**config.mk**
```make
export PLATFORM = sky130hd
export DESIGN_NAME = yabot_host_emulator
export DESIGN_NICKNAME = d
export VERILOG_FILES = /design/src/rtl/yabot_host_pkg.sv /design/src/rtl/host_spi_master.sv /design/src/rtl/yabot_host_emulator.sv
export SDC_FILE = /design/constraint.sdc
export NUM_CORES = 1
export LEC_CHECK = 0
export CORE_MARGIN = 2
export CORE_UTILIZATION = 35
export DETAILED_ROUTE_END_ITERATION = 10
export DONT_BUFFER_PORTS = 1
export PLACE_DENSITY = 0.56
export SYNTH_ARGS = -nofsm -noshare
export SYNTH_HDL_FRONTEND = slang
export SYNTH_SLANG_ARGS = --single-unit
```
**constraint.sdc**
```tcl
create_clock -name clk_in -period 3.85 [get_ports clk_in]
set_input_delay 0.77 -clock clk_in [delete_from_list [all_inputs] [get_ports clk_in]]
set_output_delay 0.77 -clock clk_in [all_outputs]
set_load 0.01 [all_outputs]
```
**src/rtl/yabot_host_pkg.sv**
```systemverilog
// Shared constants and state types for the yabot host emulator: command IDs,
// frame geometry, and the SPI-master and echo-channel state encodings.
package yabot_host_pkg;

    localparam int FRAME_W = 32;
    localparam int ID_W    = 4;
    localparam int DATA_W  = 28;

    localparam logic [ID_W-1:0] ID_NOP        = 4'd0;
    localparam logic [ID_W-1:0] ID_SONARS     = 4'd1;
    localparam logic [ID_W-1:0] ID_MOTOR      = 4'd2;
    localparam logic [ID_W-1:0] ID_ADC        = 4'd3;
    localparam logic [ID_W-1:0] ID_RADIO      = 4'd4;
    localparam logic [ID_W-1:0] ID_REMOTECTRL = 4'd5;
    localparam logic [ID_W-1:0] ID_SERVO      = 4'd13;
    localparam logic [ID_W-1:0] ID_OUTGPIO    = 4'd14;
    localparam logic [ID_W-1:0] ID_POWEROFF   = 4'd15;

    typedef enum logic [2:0] {
        SPI_IDLE,
        SPI_SETUP,
        SPI_SHIFT,
        SPI_HOLD,
        SPI_GAP
    } spi_state_t;

    typedef enum logic [1:0] {
        EC_IDLE,
        EC_WAIT,
        EC_HIGH
    } echo_state_t;

    function automatic logic id_is_defined(input logic [ID_W-1:0] id);
        return (id == ID_NOP)    || (id == ID_SONARS) || (id == ID_MOTOR)      ||
               (id == ID_ADC)    || (id == ID_RADIO)  || (id == ID_REMOTECTRL) ||
               (id == ID_SERVO)  || (id == ID_OUTGPIO) || (id == ID_POWEROFF);
    endfunction

endpackage

```
**src/rtl/host_spi_master.sv**
```systemverilog
// Jetson-side SPI master (mode 0, MSB first, 32-bit full duplex) that also
// compares each received frame against the word latched at accept.
module host_spi_master
    import yabot_host_pkg::*;
#(
    parameter int CLK_DIV = 4,
    parameter int CS_GAP  = 8
) (
    input  logic               clk_in,
    input  logic               rst_n,
    input  logic               tx_valid,
    output logic               tx_ready,
    input  logic [ID_W-1:0]    tx_id,
    input  logic [DATA_W-1:0]  tx_data,
    input  logic               chk_en,
    input  logic [ID_W-1:0]    exp_id,
    input  logic [DATA_W-1:0]  exp_data,
    output logic               rx_valid,
    output logic [FRAME_W-1:0] rx_word,
    output logic               err,
    output logic               spi_sclk,
    output logic               spi_mosi,
    input  logic               spi_miso,
    output logic               spi_cs
);

    localparam int DIV_W = $clog2(CLK_DIV);
    localparam int GAP_W = $clog2(CS_GAP + 1);

    spi_state_t         r_state, w_state_next;
    logic [DIV_W-1:0]   r_div;
    logic [5:0]         r_half;
    logic [GAP_W-1:0]   r_gap;
    logic [FRAME_W-1:0] r_tx, r_rx, r_exp, r_rx_word;
    logic               r_chk, r_sclk, r_cs, r_rx_valid, r_err;
    logic               w_div_end;

    assign w_div_end = (r_div == DIV_W'(CLK_DIV - 1));

    always_ff @(posedge clk_in or negedge rst_n) begin
        if (!rst_n) r_state <= SPI_IDLE;
        else        r_state <= w_state_next;
    end

    always_comb begin
        w_state_next = r_state;
        tx_ready     = (r_state == SPI_IDLE);
        case (r_state)
            SPI_IDLE:  if (tx_valid) w_state_next = SPI_SETUP;
            SPI_SETUP: if (w_div_end) w_state_next = SPI_SHIFT;
            SPI_SHIFT: if (w_div_end && r_half == 6'd63) w_state_next = SPI_HOLD;
            SPI_HOLD:  if (w_div_end) w_state_next = SPI_GAP;
            SPI_GAP:   if (r_gap == GAP_W'(CS_GAP - 1)) w_state_next = SPI_IDLE;
            default:   w_state_next = SPI_IDLE;
        endcase
    end

    // SHIFT spans 64 half-periods; the last low half drives no new rise
    always_ff @(posedge clk_in or negedge rst_n) begin
        if (!rst_n) begin
            r_div      <= '0;
            r_half     <= '0;
            r_gap      <= '0;
            r_tx       <= '0;
            r_rx       <= '0;
            r_exp      <= '0;
            r_rx_word  <= '0;
            r_chk      <= 1'b0;
            r_sclk     <= 1'b0;
            r_cs       <= 1'b1;
            r_rx_valid <= 1'b0;
            r_err      <= 1'b0;
        end else begin
            r_rx_valid <= 1'b0;
            r_err      <= 1'b0;
            r_div      <= (r_state == SPI_IDLE || w_div_end) ? '0 : r_div + DIV_W'(1);
            case (r_state)
                SPI_IDLE: if (tx_valid) begin
                    r_tx   <= {tx_id, tx_data};
                    r_exp  <= {exp_id, exp_data};
                    r_chk  <= chk_en;
                    r_cs   <= 1'b0;
                    r_half <= '0;
                end
                SPI_SETUP: if (w_div_end) begin
                    r_sclk <= 1'b1;
                    r_rx   <= {r_rx[FRAME_W-2:0], spi_miso};
                end
                SPI_SHIFT: if (w_div_end) begin
                    r_half <= r_half + 6'd1;
                    if (r_sclk) begin
                        r_sclk <= 1'b0;
                        r_tx   <= {r_tx[FRAME_W-2:0], 1'b0};
                    end else if (r_half != 6'd63) begin
                        r_sclk <= 1'b1;
                        r_rx   <= {r_rx[FRAME_W-2:0], spi_miso};
                    end
                end
                SPI_HOLD: if (w_div_end) begin
                    r_cs       <= 1'b1;
                    r_rx_valid <= 1'b1;
                    r_rx_word  <= r_rx;
                    r_err      <= r_chk && (r_rx != r_exp);
                    r_gap      <= '0;
                end
                SPI_GAP: r_gap <= r_gap + GAP_W'(1);
                default: ;
            endcase
        end
    end

    assign spi_sclk = r_sclk;
    assign spi_mosi = r_tx[FRAME_W-1];
    assign spi_cs   = r_cs;
    assign rx_valid = r_rx_valid;
    assign rx_word  = r_rx_word;
    assign err      = r_err;

endmodule

```
**src/rtl/yabot_host_emulator.sv**
```systemverilog
// Host-side stand-in for yabot_top: SPI command master, button pulsers and sonar
// echo responders. Define HOST_EMU_ERRCNT_EN to add err_cnt/err_sticky outputs.
module yabot_host_emulator
    import yabot_host_pkg::*;
#(
    parameter int CLK_DIV    = 4,
    parameter int CS_GAP     = 8,
    parameter int NUM_BTN    = 4,
    parameter int NUM_ECHO   = 6,
    parameter int ECHO_DELAY = 50,
    parameter int TRIG_MIN   = 100
) (
    input  logic                clk_in,
    input  logic                rst_n,
    input  logic                tx_valid,
    output logic                tx_ready,
    input  logic [ID_W-1:0]     tx_id,
    input  logic [DATA_W-1:0]   tx_data,
    input  logic                chk_en,
    input  logic [ID_W-1:0]     exp_id,
    input  logic [DATA_W-1:0]   exp_data,
    output logic                rx_valid,
    output logic [FRAME_W-1:0]  rx_word,
    output logic                err,
    output logic                spi_sclk,
    output logic                spi_mosi,
    input  logic                spi_miso,
    output logic                spi_cs,
    input  logic [NUM_BTN-1:0]  btn_start,
    input  logic [23:0]         btn_len,
    output logic [NUM_BTN-1:0]  btn,
    input  logic [15:0]         echo_len,
    input  logic [NUM_ECHO-1:0] trig,
    output logic [NUM_ECHO-1:0] echo
`ifdef HOST_EMU_ERRCNT_EN
    ,
    output logic [15:0]         err_cnt,
    output logic                err_sticky
`endif
);

    host_spi_master #(
        .CLK_DIV (CLK_DIV),
        .CS_GAP  (CS_GAP)
    ) u_spi (
        .clk_in   (clk_in),
        .rst_n    (rst_n),
        .tx_valid (tx_valid),
        .tx_ready (tx_ready),
        .tx_id    (tx_id),
        .tx_data  (tx_data),
        .chk_en   (chk_en),
        .exp_id   (exp_id),
        .exp_data (exp_data),
        .rx_valid (rx_valid),
        .rx_word  (rx_word),
        .err      (err),
        .spi_sclk (spi_sclk),
        .spi_mosi (spi_mosi),
        .spi_miso (spi_miso),
        .spi_cs   (spi_cs)
    );

`ifdef HOST_EMU_ERRCNT_EN
    logic [15:0] r_err_cnt;
    logic        r_err_sticky;

    always_ff @(posedge clk_in or negedge rst_n) begin
        if (!rst_n) begin
            r_err_cnt    <= '0;
            r_err_sticky <= 1'b0;
        end else if (err) begin
            if (r_err_cnt != 16'hFFFF) r_err_cnt <= r_err_cnt + 16'd1;
            r_err_sticky <= 1'b1;
        end
    end

    assign err_cnt    = r_err_cnt;
    assign err_sticky = r_err_sticky;
`endif

    for (genvar i = 0; i < NUM_BTN; i++) begin : g_btn
        logic [23:0] r_cnt;

        always_ff @(posedge clk_in or negedge rst_n) begin
            if (!rst_n)                r_cnt <= '0;
            else if (btn_start[i])     r_cnt <= btn_len;
            else if (r_cnt != '0)      r_cnt <= r_cnt - 24'd1;
        end

        assign btn[i] = (r_cnt != '0);
    end

    // Triggers seen while waiting or echoing are dropped by clearing the high count
    for (genvar e = 0; e < NUM_ECHO; e++) begin : g_echo
        echo_state_t r_state, w_state_next;
        logic        r_trig_d;
        logic [15:0] r_high, r_delay, r_width;
        logic        w_rise, w_fall, w_arm;

        assign w_rise = trig[e] & ~r_trig_d;
        assign w_fall = ~trig[e] & r_trig_d;
        assign w_arm  = (r_state == EC_IDLE) && w_fall &&
                        (r_high >= 16'(TRIG_MIN)) && (echo_len != '0);

        always_ff @(posedge clk_in or negedge rst_n) begin
            if (!rst_n) r_state <= EC_IDLE;
            else        r_state <= w_state_next;
        end

        always_comb begin
            w_state_next = r_state;
            case (r_state)
                EC_IDLE: if (w_arm) w_state_next = EC_WAIT;
                EC_WAIT: if (r_delay == 16'(ECHO_DELAY - 1)) w_state_next = EC_HIGH;
                EC_HIGH: if (r_width == 16'd1) w_state_next = EC_IDLE;
                default: w_state_next = EC_IDLE;
            endcase
        end

        always_ff @(posedge clk_in or negedge rst_n) begin
            if (!rst_n) begin
                r_trig_d <= 1'b0;
                r_high   <= '0;
                r_delay  <= '0;
                r_width  <= '0;
            end else begin
                r_trig_d <= trig[e];
                if (r_state != EC_IDLE || w_fall)
                    r_high <= '0;
                else if (w_rise)
                    r_high <= 16'd1;
                else if (trig[e] && r_high != '0 && r_high < 16'(TRIG_MIN))
                    r_high <= r_high + 16'd1;

                if (w_arm) begin
                    r_delay <= 16'd1;
                    r_width <= echo_len;
                end else if (r_state == EC_WAIT) begin
                    r_delay <= r_delay + 16'd1;
                end else if (r_state == EC_HIGH) begin
                    r_width <= r_width - 16'd1;
                end
            end
        end

        assign echo[e] = (r_state == EC_HIGH);
    end

endmodule

```
Yosys cells after proc, flatten, opt, wreduce, memory -nomap -nowiden
Cells that the tools add are included.
{"block": "op_classes", "n_mux": 112, "n_bitwise": 24, "order_cmp": 12, "n_reduce_logical": 110, "n_eq_ne": 66, "n_addsub": 25}
{"operator": "$mux W16", "n": 48}
{"operator": "$mux W32", "n": 7}
{"operator": "$add A16 B1 Y16 const B", "n": 12}
{"operator": "$mux W24", "n": 8}
{"operator": "$pmux W32 S2", "n": 2}
{"operator": "$reduce_bool A16 Y1", "n": 7}
{"operator": "$eq A16 B1 Y1 const B", "n": 6}
{"operator": "$eq A16 B6 Y1 const B", "n": 6}
{"operator": "$ge A16 B7 Y1 const B", "n": 6}
{"operator": "$lt A16 B7 Y1 const B", "n": 6}
{"operator": "$reduce_bool A24 Y1", "n": 4}
{"operator": "$sub A16 B1 Y16 const B", "n": 6}
{"operator": "$sub A24 B1 Y24 const B", "n": 4}
{"operator": "$reduce_bool A2 Y1", "n": 26}
{"operator": "$ne A2 B2 Y1 const B", "n": 20}
{"operator": "$mux W2", "n": 19}
{"operator": "$pmux W2 S3", "n": 6}
{"operator": "$logic_and A1 B1 Y1", "n": 32}
{"operator": "$ne A32 B32 Y1", "n": 1}
{"operator": "$reduce_and A3 Y1", "n": 9}
{"operator": "$ne A2 B1 Y1 const B", "n": 13}
{"operator": "$reduce_and A2 Y1", "n": 9}
{"operator": "$reduce_bool A3 Y1", "n": 6}
{"operator": "$mux W3", "n": 5}
{"operator": "other kinds (25)", "n": 81}
{"block": "totals", "reg_bits": 550, "output_inout_bits": 48, "input_bits": 119}

Depth between registers and ports, before layout
Gate-level depths: netlist of the first run.
{"block": "logic_depth", "ltp_word": 7, "mapped_depth": 8, "depth_no_buf": 7}

Hierarchy
From an unflattened synthesis of the first run, not the netlist that was laid out.
{"block": "unflattened", "hier_cells": 2750, "hier_area_um2": 27194.8}
{"module": "yabot_host_emulator", "instances": 1, "area_per_inst_um2": 20826.2, "seq_area_each_um2": 10059.6, "cells_each": 2210}
{"module": "host_spi_master", "instances": 1, "area_per_inst_um2": 6368.6, "seq_area_each_um2": 3704.8, "cells_each": 540}

Worst setup path before layout of the first run
OpenSTA, ideal clock, no wires.
{"block": "synth_timing", "path_kind": "flip-flop to output port", "start": "register g_btn[0].r_cnt[14]", "end": "output btn[0]", "t_required_ns": 3.080, "n_path_buf": 2, "stages_incl_launch_ff": 7, "path_slack_ns": 0.941, "arrival_ns": 2.139, "path_cell_list": "dfrtp_1 or4_1 buf_6 or4_4 nor3_4 buf_2 inv_1"}
{"block": "synth_via", "elab_chain_cells": 1}
{"element": "start, declared", "line": "yabot_host_emulator.sv:83", "text": "logic [23:0] r_cnt;"}
{"element": "start signal, assigned", "line": "yabot_host_emulator.sv:87", "text": "else if (btn_start[i]) r_cnt <= btn_len;"}
{"element": "start signal, assigned", "line": "yabot_host_emulator.sv:88", "text": "else if (r_cnt != '0) r_cnt <= r_cnt - 24'd1;"}
{"element": "$reduce_bool A24 Y1", "line": "yabot_host_emulator.sv:91", "text": "assign btn[i] = (r_cnt != '0);"}
{"element": "end, declared", "line": "yabot_host_emulator.sv:31", "text": "output logic [NUM_BTN-1:0] btn,"}
Every way passes these cells.

Final worst setup path of the first run
{"block": "layout_timing", "start": "register g_btn[1].r_cnt[14]", "end": "output btn[1]"}
{"block": "layout_via", "elab_chain_cells": 1}
{"element": "start, declared", "line": "yabot_host_emulator.sv:83"}
{"element": "start signal, assigned", "line": "yabot_host_emulator.sv:87"}
{"element": "start signal, assigned", "line": "yabot_host_emulator.sv:88"}
{"element": "$reduce_bool A24 Y1", "line": "yabot_host_emulator.sv:91"}
Every way passes these cells.

==> results.sh, run 1 <==
export IMPL_status="finished with violations"
export IMPL_violations="negative hold slack, max-slew violations"
export IMPL_clock_fmax_mhz=296
export IMPL_synth_seq_cells=550
export IMPL_power_density_mw_per_mm2=419
export IMPL_post_drt_wl_per_cell_um=16.6
export IMPL_fillers=7570
export IMPL_post_route_min_period_ns=3.37
export IMPL_synth_edf_count=0
export IMPL_async_reset_ff_frac=1.00
export IMPL_criticalPathCategory="register to output pin"
export IMPL_reg2regPathDepth=5
export IMPL_setup_violations=0
export IMPL_synth_distinct_cells=75
export IMPL_synthCells=2780
export IMPL_avgSynthCellArea_um2=9.77
export IMPL_final_common_cell="dfrtp_1"
export IMPL_finalNetCount=2927
export IMPL_antenna_found_initial=5
export IMPL_final_core_util=0.395
export IMPL_tightest_slew_ns=3.24
export IMPL_relSlewSlack=-1.16
export IMPL_skew_ns=0.0250
export IMPL_post_synth_top_area_cell="dfrtp_1"
export IMPL_grt_overflow=0
export IMPL_tns_ns=0
export IMPL_synth_main_ff_cell="dfrtp_1"
export IMPL_timing_critical_path_arrival_ns=2.60
export IMPL_clk_latency_ns=0.60
export IMPL_first_pass_iters=5
export IMPL_die_x_um=283
export IMPL_syn_nets=2946
export IMPL_rr_endpoint="g_btn[1].r_cnt[15]"
export IMPL_max_cap_violations=0
export IMPL_cp_startpoint="g_btn[1].r_cnt[14]"
export IMPL_cp_num_buf_inv=0
export IMPL_hold_path_class="input port to async pin"
export IMPL_dieArea_mm2=0.0798
export IMPL_clkTransAtPathRegs_ns=0.06
export IMPL_globalRouteMet3Util=0.0329
export IMPL_synth_top_area_share=0.506
export IMPL_power_mw=12.7
export IMPL_synthToLayoutAreaGrowth_pct=12.1
export IMPL_cts_buffers=67
export IMPL_grt_max_degree=551
export IMPL_rows=102
export IMPL_timing_final_hold_violations=105
export IMPL_cp_slowest_cell="or4_1"
export IMPL_p_leak_nw=12.6
export IMPL_met1_usage=0.210
export IMPL_stdcell_count=3855
export IMPL_dp_hpwl_um=41900
export IMPL_fin_crit_sh=0.876
export IMPL_cts_sinks=550
export IMPL_critical_path_max_stage_delay_ns=0.69
export IMPL_route_detailed_drc=0
export IMPL_via_per_inst=5.18
export IMPL_peakVddDrop_uv=267
export IMPL_cp_cell_sequence="or4_1, nor4_4, nand4_1"
export IMPL_whs_ns=-0.123
export IMPL_cp_endpoint="btn[1]"
export IMPL_r2r_start="g_btn[1].r_cnt[14]"
export IMPL_gp_congestion=0.829
export IMPL_cts_buffer_depth=3
export IMPL_h_tree_depth=3
export IMPL_rsz0062_at_grt="false"
export IMPL_synth_area_leaders="dfrtp_1 (51%), xnor2_1 (5.8%), nand2_1 (5.8%)"
export IMPL_met2_usage=0.263
export IMPL_cp_end_kind="output pin"
export IMPL_grt_use_total=0.161
export IMPL_grt_busiest_layer="met2"
export IMPL_netlist_area_mm2=0.0272
export IMPL_drive_gt1_frac=0.0829
export IMPL_die_y_um=283
export IMPL_num_vias=19980
export IMPL_wirelength_um=63900
export IMPL_grt_pass1_wl_um=105000
export IMPL_initialDrtViolationCount=1346
export IMPL_crit_fanout=9
export IMPL_r2r_slack_ns=1.09
export IMPL_synth_warnings=0
export IMPL_synth_seq_area_share=0.507
export IMPL_ioPinCount=167
export IMPL_cp_depth=3
export IMPL_floorplan_initialDensity=0.352
export IMPL_critPathTopFamily="simple AND/OR/NAND/NOR gates"
export IMPL_placed_cells=3732
export IMPL_cts_tree="yes"
export IMPL_final_cell_mix="dfrtp_1 (549), nand2_1 (417), nor2_1 (207)"
export IMPL_slew_viol_final=372
export IMPL_clockRootBuffer="clkbuf_16"
export IMPL_required_ns=3.08
export IMPL_crit_path_start_kind="register"
export IMPL_detail_route_antenna_nets=0
export IMPL_grt_pass1_vias=19999
export IMPL_core_mm2=0.0771
export IMPL_portBuffers=0
-- final cells by class --
cell class,count,area [um2],share of cell area
antenna,3,7.51,0.000247
clock buffer,102,2030,0.0668
clock inverter,18,186,0.00612
inverter,96,360,0.0118
multi-input combinational,2026,12600,0.415
sequential,550,13800,0.452
tap,1040,1300,0.0428
timing repair buffer,20,150,0.00493
-- registers in the layout (all words and copies together) (netlist names), 2 cells and up --
name,count
g_btn.r_cnt,96
g_echo.r_delay,96
g_echo.r_high,96
g_echo.r_width,96
u_spi.r_exp,32
u_spi.r_rx,32
u_spi.r_tx,32
u_spi.rx_word,32
g_echo.r_state,12
g_echo.r_trig_d,6
u_spi.r_half,6
u_spi.r_gap,4
u_spi.r_state,3
u_spi.r_div,2
-- power breakdown --
| part | total [mW] | internal, mW | switching (mW) |
|---|---|---|---|
| combinational | 0.401 | 0.202 | 0.199 |
| clock | 6.30 | 3.79 | 2.50 |
| sequential | 6.05 | 5.92 | 0.132 |
| total | 12.7 | 9.91 | 2.84 |
-- cell usage after synthesis (70+ instances only) --
cell type,n
clkbuf_1,99
dfrtp_1,549
inv_1,95
mux2_2,73
nand2_1,417
nand3_1,70
nor2_1,208
nor3_1,94
nor4_1,78
o21ai_0,200
xnor2_1,181
xor2_1,84
-- kinds of logic (layout without fill, tap and decap cells) --
group                    after synthesis  count (layout)  share of synthesized area
AND/OR/NAND/NOR                     1201            1201                      0.221
flip-flops                           550             550                      0.507
AO/OA/AOI/OAI                        396             396                     0.0898
XOR/XNOR                             265             265                     0.0855
buffers and inverters                204             236                     0.0288
multiplexers                         117             117                     0.0465
adder cells (fa/ha/maj)               47              47                     0.0217
other                                  0               3                          0
-- worst min path at each step --
stage	start	to	slack [ns]	cells past startpoint
CTS	rst_n	g_btn[2].r_cnt[22]	-0.17	0
finish	rst_n	g_btn[2].r_cnt[22]	-0.12	0
global route	rst_n	g_btn[2].r_cnt[22]	-0.15	0
global placement	u_spi.r_div[0]	u_spi.r_div[0]	0.43	1
floorplan	u_spi.r_div[0]	u_spi.r_div[0]	0.41	1
detailed placement	u_spi.r_div[0]	u_spi.r_div[0]	0.44	1
-- metal layers --
layer | share of wire | up-vias
met5 | 0.00039 | -
met4 | 0.029 | 4
met3 | 0.052 | 115
met2 | 0.47 | 363
met1 | 0.45 | 9787
li1 | - | 9711
-- through the flow --
stage | instance area [um2] | setup WS, ns
4_1_cts | 30400 | 0.424
6_report | 30400 | 0.477
5_1_grt | 30400 | 0.342
3_3_place_gp | 28200 | 0.625
2_1_floorplan | 27200 | 0.941
3_5_place_dp | 28200 | 0.640
-- worst register-to-register path, cell delays in order, from the launching register on --
cell	delay (ns)
dfrtp_1	0.40
or4_1	0.69
nor4_4	0.42
nand4_1	0.50
nand2_1	0.45
o21ai_0	0.16
-- repair_timing --
| action | in CTS | in global routing |
|---|---|---|
| buffers inserted | 0 | 0 |
| hold endpoints to repair | 549 | 226 |
| gates resized for setup | 0 | 0 |
| setup endpoints to repair | 0 | 0 |
Power figures use the tool's default switching activity.
==> run 2: changes to the inputs <==
- CORE_UTILIZATION: 35 -> 57
- PLACE_DENSITY: 0.56 -> 0.79
==> results.sh, run 2 (synthesis results as in run 1) <==
export IMPL_status="finished with violations"
export IMPL_violations="negative hold slack, max-slew violations"
export IMPL_final_core_util=0.633
export IMPL_portBuffers=0
export IMPL_diodes=0
export IMPL_clockRootBuffer="clkbuf_16"
export IMPL_drive_gt1_frac=0.0780
export IMPL_stdcell_count=3402
export IMPL_grt_overflow=0
export IMPL_final_cell_mix="dfrtp_1 (549), nand2_1 (417), nor2_1 (207)"
export IMPL_wirelength_um=60600
export IMPL_cp_end_kind="output pin"
export IMPL_fin_crit_sh=0.926
export IMPL_clock_fmax_mhz=281
export IMPL_post_drt_wl_per_cell_um=17.8
export IMPL_route_detailed_drc=0
export IMPL_placed_cells=3297
export IMPL_post_place_ws_ns=0.722
export IMPL_floorplan_initialDensity=0.581
export IMPL_cts_resized=0
export IMPL_power_density_mw_per_mm2=409
export IMPL_slew_viol_final=284
export IMPL_cp_startpoint="g_btn[0].r_cnt[14]"
export IMPL_die_y_um=222
export IMPL_dieArea_mm2=0.0494
export IMPL_place_area_mm2=0.0277
export IMPL_cts_sinks=550
export IMPL_crit_path_start_kind="register"
export IMPL_h_tree_depth=2
export IMPL_post_route_min_period_ns=3.56
export IMPL_grt_pass1_vias=20391
export IMPL_via_per_inst=5.99
export IMPL_r2r_start="g_btn[1].r_cnt[14]"
export IMPL_cts_tree="yes"
export IMPL_peakVddDrop_uv=353
export IMPL_final_common_cell="dfrtp_1"
export IMPL_fin_area_mm2=0.0296
export IMPL_clkTransAtPathRegs_ns=0.06
export IMPL_die_x_um=222
export IMPL_clk_latency_ns=0.61
export IMPL_timing_final_hold_violations=98
export IMPL_max_cap_violations=0
export IMPL_crit_fanout=17
export IMPL_num_vias=20369
export IMPL_rows=79
export IMPL_grt_pass1_wl_um=102000
export IMPL_synthToLayoutAreaGrowth_pct=8.95
export IMPL_finalNetCount=2915
export IMPL_tns_ns=0
export IMPL_detail_route_antenna_nets=0
export IMPL_criticalPathCategory="register to output pin"
export IMPL_initialDrtViolationCount=1831
export IMPL_p_leak_nw=12.5
export IMPL_hold_path_class="input port to async pin"
export IMPL_grt_use_total=0.248
export IMPL_relSlewSlack=-0.207
export IMPL_cts_setup_buffers=0
export IMPL_core_mm2=0.0468
export IMPL_skew_ns=0.0150
export IMPL_grt_max_degree=551
export IMPL_power_mw=12.1
export IMPL_setup_ws_ns=0.287
export IMPL_setup_violations=0
export IMPL_antenna_found_initial=0
export IMPL_cts_buffers=57
export IMPL_timing_critical_path_arrival_ns=2.79
export IMPL_ioPinCount=167
export IMPL_gp_congestion=0.840
export IMPL_whs_ns=-0.131
export IMPL_first_pass_iters=5
export IMPL_tightest_slew_ns=1.81
export IMPL_required_ns=3.08
export IMPL_dp_hpwl_um=40000
export IMPL_rsz0062_at_grt="false"
export IMPL_cts_buffer_depth=3
## run 2: changes by cell type in the layout (fill, tap and decap cells not counted), moves of 2 or more
cell,change
clkbuf_16,-12
bufinv_16,+3
diode_2,-3
buf_4,-2
clkbuf_1,-2
clkinv_8,-2
## run 2: layer usage
metal / part of all wire / global-route usage
met1: 0.42 / 0.321
met2: 0.49 / 0.421
met3: 0.064 / 0.0512
met4: 0.026 / 0.0759
met5: 0 / 0
## run 2: cell type report
cell class | count | area (um2)
inverters | 96 | 360
well taps | 607 | 759
fillers | 3625 | 17200
flip-flops and latches | 550 | 13800
clock buffers | 87 | 1710
multi-input cells | 2026 | 12600
clock inverters | 18 | 224
repair buffers | 18 | 135
## run 2: critical path, stage by stage (launching register included)
cell and delay (ns):
dfrtp_1 0.40, or4_1 0.70, or4_4 0.58, nor3_4 0.12, buf_4 0.25, inv_1 0.11
## run 2: path summary, 6_finish.rpt
check                                             end  slack [ns]  cells past startpoint
worst max-delay path                           btn[0]        0.29                      5
worst min-delay path                u_spi.rx_word[26]       -0.13                      0
worst max register to register     g_btn[1].r_cnt[15]        0.90                      5
worst min register to register         u_spi.r_div[0]        0.44                      1
max in group asynchronous       g_echo[0].r_delay[14]        2.55                      0
min in group clk_in                g_echo[1].r_trig_d        0.18                      0
## run 2: where the power goes
part / internal [mW] / leakage (nW) / switching [mW]
clock network: 3.38 / 0.953 / 2.26
logic: 0.202 / 4.65 / 0.200
registers: 5.91 / 6.86 / 0.135
